**src/rtl/uart_8n1_rx_buffer.sv**
```systemverilog
// Purpose: arms an 8N1 receiver, commits good bytes into a circular FWFT FIFO, counts bad frames.
// Latency: busy falls at edge E0 -> byte visible after E1 -> earliest re-arm (recv_read=1) after E2.
// Backpressure: out_valid/out_ready on the consumer side; the receiver is never armed while the FIFO would stay full.
//
// Ports:
//   clk_baud_16x  16x baud clock shared with the receiver
//   reset_n       asynchronous active-low reset
//   rx_enable     keep re-arming the receiver while high
//   recv_data     receiver byte, valid when recv_busy falls
//   recv_busy     receiver busy
//   recv_error    receiver framing/sampling error flag
//   recv_read     registered one-cycle start pulse to the receiver
//   out_data      FIFO head byte (first-word-fall-through)
//   out_valid     FIFO non-empty
//   out_ready     consumer accepts out_data when out_valid=1
//   fifo_count    bytes currently stored, 0..DEPTH
//   err_count     saturating count of failed frames
//   err_clear     zero err_count (applied before a same-cycle increment)
module uart_8n1_rx_buffer #(
  parameter int DEPTH_LOG2 = 3
) (
  input  logic                  clk_baud_16x,
  input  logic                  reset_n,
  input  logic                  rx_enable,
  input  logic [7:0]            recv_data,
  input  logic                  recv_busy,
  input  logic                  recv_error,
  output logic                  recv_read,
  output logic [7:0]            out_data,
  output logic                  out_valid,
  input  logic                  out_ready,
  output logic [DEPTH_LOG2:0]   fifo_count,
  output logic [7:0]            err_count,
  input  logic                  err_clear
);

  localparam int                 DEPTH     = 2 ** DEPTH_LOG2;
  localparam logic [DEPTH_LOG2:0] DEPTH_CNT = (DEPTH_LOG2 + 1)'(DEPTH);

  typedef enum logic [1:0] {
    IDLE,
    ARM,
    WAIT_BUSY,
    RECEIVING
  } state_e;

  state_e                  state_q;
  logic                    recv_read_q;
  logic                    wait_cnt_q;

  logic [DEPTH_LOG2-1:0]   wr_ptr_q, wr_ptr_d;
  logic [DEPTH_LOG2-1:0]   rd_ptr_q, rd_ptr_d;
  logic [DEPTH_LOG2:0]     count_q, count_d;
  logic [7:0]              err_q, err_d;

  logic [7:0]              mem [DEPTH];

  logic                    commit;
  logic                    push;
  logic                    pop;

  // The receiver has just dropped busy: this is the single cycle in which
  // recv_data/recv_error are taken.
  assign commit = (state_q == RECEIVING) && !recv_busy;
  assign push   = commit && !recv_error;
  assign pop    = (count_q != '0) && out_ready;

  always_comb begin
    wr_ptr_d = wr_ptr_q;
    rd_ptr_d = rd_ptr_q;
    count_d  = count_q;
    err_d    = err_q;

    if (push) wr_ptr_d = wr_ptr_q + 1'b1;
    if (pop)  rd_ptr_d = rd_ptr_q + 1'b1;

    case ({push, pop})
      2'b10:   count_d = count_q + 1'b1;
      2'b01:   count_d = count_q - 1'b1;
      default: count_d = count_q;
    endcase

    // Clear first so that clear plus a same-cycle error lands on 1.
    if (err_clear) err_d = 8'h00;
    if (commit && recv_error && (err_d != 8'hff)) err_d = err_d + 8'h01;
  end

  // Control FSM. recv_read is registered and high exactly while in ARM.
  // count_d already accounts for a pop this cycle, so a consumer draining a
  // full FIFO lets the receiver be armed without a bubble.
  always_ff @(posedge clk_baud_16x or negedge reset_n) begin
    if (!reset_n) begin
      state_q     <= IDLE;
      recv_read_q <= 1'b0;
      wait_cnt_q  <= 1'b0;
    end else begin
      recv_read_q <= 1'b0;
      case (state_q)
        IDLE: begin
          if (rx_enable && (count_d < DEPTH_CNT)) begin
            state_q     <= ARM;
            recv_read_q <= 1'b1;
          end
        end
        ARM: begin
          state_q    <= WAIT_BUSY;
          wait_cnt_q <= 1'b0;
        end
        WAIT_BUSY: begin
          // A receiver held in reset never raises busy; give up after two cycles.
          if (recv_busy) begin
            state_q <= RECEIVING;
          end else if (wait_cnt_q) begin
            state_q <= IDLE;
          end else begin
            wait_cnt_q <= 1'b1;
          end
        end
        RECEIVING: begin
          // Deasserting rx_enable here does not abort the frame.
          if (!recv_busy) state_q <= IDLE;
        end
        default: state_q <= IDLE;
      endcase
    end
  end

  always_ff @(posedge clk_baud_16x or negedge reset_n) begin
    if (!reset_n) begin
      wr_ptr_q <= '0;
      rd_ptr_q <= '0;
      count_q  <= '0;
      err_q    <= 8'h00;
    end else begin
      wr_ptr_q <= wr_ptr_d;
      rd_ptr_q <= rd_ptr_d;
      count_q  <= count_d;
      err_q    <= err_d;
    end
  end

  // Storage is deliberately left unreset; only the pointers define validity.
  always_ff @(posedge clk_baud_16x) begin
    if (push) mem[wr_ptr_q] <= recv_data;
  end

  assign recv_read  = recv_read_q;
  assign out_data   = mem[rd_ptr_q];
  assign out_valid  = (count_q != '0);
  assign fifo_count = count_q;
  assign err_count  = err_q;

endmodule

```
**config.mk**
```make
export PLATFORM = sky130hd
export DESIGN_NAME = uart_8n1_rx_buffer
export DESIGN_NICKNAME = d
export VERILOG_FILES = /design/src/rtl/uart_8n1_rx_buffer.sv
export SDC_FILE = /design/constraint.sdc
export NUM_CORES = 1
export LEC_CHECK = 0
export CAP_MARGIN = 20
export CORE_MARGIN = 10
export CORE_UTILIZATION = 42
export CTS_BUF_LIST = sky130_fd_sc_hd__clkbuf_4 sky130_fd_sc_hd__clkbuf_8
export DETAILED_ROUTE_END_ITERATION = 8
export GPL_ROUTABILITY_DRIVEN = 1
export GPL_TIMING_DRIVEN = 0
export PLACE_DENSITY = 0.6
export RECOVER_POWER = 25
export SKIP_CTS_REPAIR_TIMING = 1
export SYNTH_ARGS = -nofsm -noshare
export SYNTH_HDL_FRONTEND = slang
export SYNTH_SLANG_ARGS = --single-unit
```
**constraint.sdc**
```tcl
create_clock -name clk_baud_16x -period 7.5 [get_ports clk_baud_16x]
set_clock_uncertainty 0.1 [all_clocks]
set_input_delay 0.75 -clock clk_baud_16x [delete_from_list [all_inputs] [get_ports clk_baud_16x]]
set_output_delay 0.75 -clock clk_baud_16x [all_outputs]
set_load 0.005 [all_outputs]
```
Word level (Yosys, flattened, before mapping)
Memories as Yosys holds them, arrays and structs flattened.
Cells that the tools add are included.
- input bits: 15
- ROM bits: 0
- bits in writable memories: 64
- bits in latches: 0
- register bits after elaboration: 22
- memories kept: 1
- output and inout port bits: 22
- word-level logic and storage cells: 51
- memories (memory ; words ; width ; rd ports ; clocked after Yosys merged registers in ; write ports ; line ; RTL):
    mem ; 8 ; 8 ; 1 ; 0 ; 1 ; 56 ; logic [7:0] mem [DEPTH];
- reductions and logical operators: 13
- shift-type cells: 0
- $lt $le $gt $ge: 1
- multiplexer cells: 14
- div/mod/pow operators: 0
- $add $sub $neg: 5
- bitwise operators: 0
- eq/ne operators: 10
- $mul: 0
- operators by type and width (operator ; count):
    $mux 8 ; 2
    $add 8x1->8 const B ; 1
    $mux 2 ; 4
    $ne 8x8->1 const B ; 1
    $pmux 2 s4 ; 1
    $pmux 4 s2 ; 1
    $add 3x1->3 const B ; 2
    $eq 2x2->1 const B ; 3
    $logic_and 1x1->1 ; 6
    $ne 2x2->1 const B ; 3
    $mux 1 ; 5
    $add 4x1->4 const B ; 1
    $eq 2x1->1 const B ; 2
    $lt 4x4->1 const B ; 1
    $reduce_bool 4->1 ; 1
    $sub 4x1->4 const B ; 1
    $ne 3x3->1 const B ; 1
    $reduce_and 3->1 ; 1
    $logic_not 1->1 ; 2
    $logic_not 2->1 ; 1
    $pmux 1 s2 ; 1
    $reduce_and 2->1 ; 1
    $reduce_bool 2->1 ; 1

Depth between registers and ports, before layout
- depth in word-level cells: 9
- gate-level depth with buffers: 9
- mapped depth without buffers: 9

Worst setup path before layout
No wires, ideal clock.
- path type: input-to-reg
- start point: input recv_busy
- end point: register state_q[0]
- arrival: 2.539 ns
- setup slack: 4.792 ns
- library setup time: 0.068 ns
- stages: 8
- path buffers: 0
- required time: 7.332 ns
- path through: nor3_1 inv_1 ha_1 ha_1 a21oi_1 a211o_1 a21o_1 nand3_1
- cells in the longest elaborated chain, start to end: 9
- elaborated cells on any way between the ends: 14
- classes of those cells: order compare (1); eq/ne (5); mux (3); reduce/logical (5)
- RTL lines (item ; line ; RTL):
    from (decl) ; 26 ; input logic recv_busy,
    $logic_not 1->1 ; - ;
    $logic_and 1x1->1 ; 64 ; assign commit = (state_q == RECEIVING) && !recv_busy;
    $logic_and 1x1->1 ; 65 ; assign push = commit && !recv_error;
    $eq 2x1->1 or $eq 2x2->1 (tied branches) ; 77 ; case ({push, pop})
    $pmux 4 s2 ; 77 ;
    $lt 4x4->1 ; 100 ; if (rx_enable && (count_d < DEPTH_CNT)) begin
    $logic_and 1x1->1 ; 100 ;
    $ne 2x2->1 (no line) ; - ;
    $reduce_and 3->1 (no line) ; - ;
    to (signal assigned) ; 101 ; state_q <= ARM;
    to (signal assigned) ; 106 ; state_q <= WAIT_BUSY;
    to (signal assigned) ; 112 ; state_q <= RECEIVING;
    to (decl) ; 47 ; state_e state_q;
Several ways; a longest one is shown, not always the timed one.
A chain may end at the register's enable or synchronous reset.

Final worst setup path
- start point: register rd_ptr_q[1]
- end point: output out_data[4]
- cells in the longest elaborated chain, start to end: 1
- RTL lines (item ; line ; RTL):
    from (decl) ; 52 ; logic [DEPTH_LOG2-1:0] rd_ptr_q, rd_ptr_d;
    from (signal assigned) ; 136 ; rd_ptr_q <= rd_ptr_d;
    $mem_v2 8x8 ; - ;
    to (decl) ; 29 ; output logic [7:0] out_data,
No other way between the ends.

==> run metrics <==
most used cell, CP=clkbuf_1; Core ar.=0.00826 mm²; Num CTS Buffers=9; Overflow after GRT=0; Final Hold Fails=0; vias in the first global route=2048; PwrDens=315 mW/mm²; largest net degree at the start of global routing=23; Final Cycle Share=50.0%; Warnings, synthesis=0; global-route usage over all layers=10.9%; Gate Count Post-Synth=209; slew margin rel.=23.7%; final setup fails=0; Avg Cell Area, Syn=17.1 µm²; CP Class=reg -> out; Buffers on Ports=36; P_leak=1.47 nW; maximum clock insertion buffer count=2; worst-margin pin slew=1150 ps; CP max-delay cell=clkbuf_1; Hold Crit Class=reg -> reg; RSZ-0062 raised after global routing=no; Tot Pwr=0.00134 W; GP Congestion=0.723; DRC viols=0; syn nets=231; Final nets=279; DP HPWL=4.39 mm; Max Cap Viol=0; CTS Root Cell=clkbuf_8; CP peak stage delay=590 ps; EDFF count, synth=64; drt via density=5.27; share of cells above drive strength 1=19.1%; Slew Viols, Final=0; Critical Path AT=2900 ps; area of the multi-input gates=0.00107 mm²; Final min period=3750 ps; crit-path cells=clkbuf_1 > clkbuf_1 > mux4_2 > mux2_2 > clkdlybuf4s50_1; sequential area share after synthesis=69.1%; Layout Cells excl Fill=368; commonest non-fill, non-tap cell in the layout=edfxtp_1; CP Max Fanout=10; die area=0.0126 mm²; post-synthesis cell area=0.00358 mm²; # fillers=717; Die Span Y=112 µm; Pre-antenna DRT Iters=4; Starting DRT DRC Count=72; Worst Setup Slack, final=3750 ps; Synth Flop Type=edfxtp_1; final setup TNS=0 ps; io pins=37; CTS tree=done; Sinks on Clock Net=86; sw frac=29.3%; worst-skew pair later-pin latency=340 ps; Comb pwr share=33.4%; Max Freq=0.267 GHz; Initial Util=43.3%; first-pass GRT wire length=10.8 mm; H-tree Lvls=3; final wirelength=6.59 mm; DP Worst Slack=4060 ps; net switching power=0.000393 W; Die Width=112 µm; #FFs+latches synth=86; most frequent cells in the layout=64 x edfxtp_1, 30 x clkdlybuf4s50_1, 22 x dfrtp_1; clock slew at reported path FFs=90 ps; vias=1939; CP Data Required Time=6650 ps; Synth async-reset ratio=25.6%; Seq. cell area=0.00247 mm²; antenna violations before repair=1; status=finished, final reports clean; num rows=33; Flop pwr share=45.2%; Critical Path Start Type=register; Antenna Nets Post-Route=0; placed cells=350; Netlist cell types=32; crit end category=output pin; clock power share=21.4%; Int Pwr=0.000948 W; maximum VDD drop=0.172 mV; drt wl/cell=17.9 µm; layout overhead on the synthesized area=19.1%
## layer usage
metal	vias to the layer above	GRT usage [%]	routed length, µm	share of wire (%)
met3	4	4.90	440	6.7
li1	910	-	-	-
met2	52	17.7	3220	49
met5	-	0	0	0
met1	973	12.9	2880	44
met4	0	2.79	40	0.61
## worst paths after layout
kind / cells after the start / startpoint / to / slack, ps
min reg2reg: 1 / wr_ptr_q[0] / wr_ptr_q[0] / 420
min in group asynchronous: 1 / reset_n / fifo_count[3] / 540
min: 1 / wr_ptr_q[0] / wr_ptr_q[0] / 420
max: 5 / rd_ptr_q[1] / out_data[4] / 3750
max reg2reg: 9 / fifo_count[0] / state_q[0] / 4750
max in group asynchronous: 2 / reset_n / err_count[7] / 5480
## sequential cells by signal (all words and copies together), names as in the netlist
name,cells
err_count,8
fifo_count,4
wr_ptr_q,3
state_q,2
recv_read,1
mem,64
rd_ptr_q,3
wait_cnt_q,1
## per-stage QoR
stage / area (µm²) / util (%) / hold WS, ps
after floorplan: 3580 / - / 354
after global placement: 4070 / 49.3 / 405
after global routing: 4260 / 51.6 / 442
after detailed placement: 4080 / 49.4 / 406
final: 4260 / 51.6 / 420
after CTS: 4260 / 51.5 / 419
## layout make-up
cell class | count | area share (%)
Sequential cell | 86 | 58.0
Multi-Input combinational cell | 113 | 25.0
Timing Repair Buffer | 37 | 8.54
Clock buffer | 10 | 3.08
Tap cell | 105 | 3.08
Clock inverter | 6 | 1.06
Buffer | 6 | 0.763
Inverter | 4 | 0.352
Antenna cell | 1 | 0.0587
## Yosys cell counts (all sizes together) (5+ instances only)
master  number  area (µm²)
a21oi        5        25.0
dfrtp       22         551
edfxtp      64        1920
ha           6        75.1
mux2        12         135
mux4        16         360
nand2       12        45.0
nand2b       5        31.3
nand3        7        35.0
nor2        13        48.8
xnor2        8        70.1
## critical path: cells and delay by family, from the launching register on
family	cells	cell delay [ps]
buffers and inverters	3	1510
flip-flops	1	350
multiplexers	2	700
## logic make-up (layout without fill, tap and decap cells)
family                     count (synthesis)  after routing  share of synthesized area (%)
other                                      0              1                              0
buffers and inverters                     10             63                           1.33
AOI/OAI and AO/OA                         15             15                           2.69
adders and majority gates                  7              7                           2.66
muxes                                     28             28                           13.9
DFF                                       86             86                           69.1
xor gates and xnor gates                  10             10                           2.45
and+or+nand+nor                           53             53                           7.90
## power groups by stage
stage	clock network (W)	registers (W)	logic (W)
2_1_floorplan	0	0.000606	0.000282
3_3_place_gp	0	0.000614	0.000454
3_5_place_dp	0	0.000616	0.000462
4_1_cts	0.000299	0.000606	0.000464
5_1_grt	0.000315	0.000614	0.000501
6_report	0.000288	0.000606	0.000448
No activity file was read; power rests on OpenSTA's default activity.
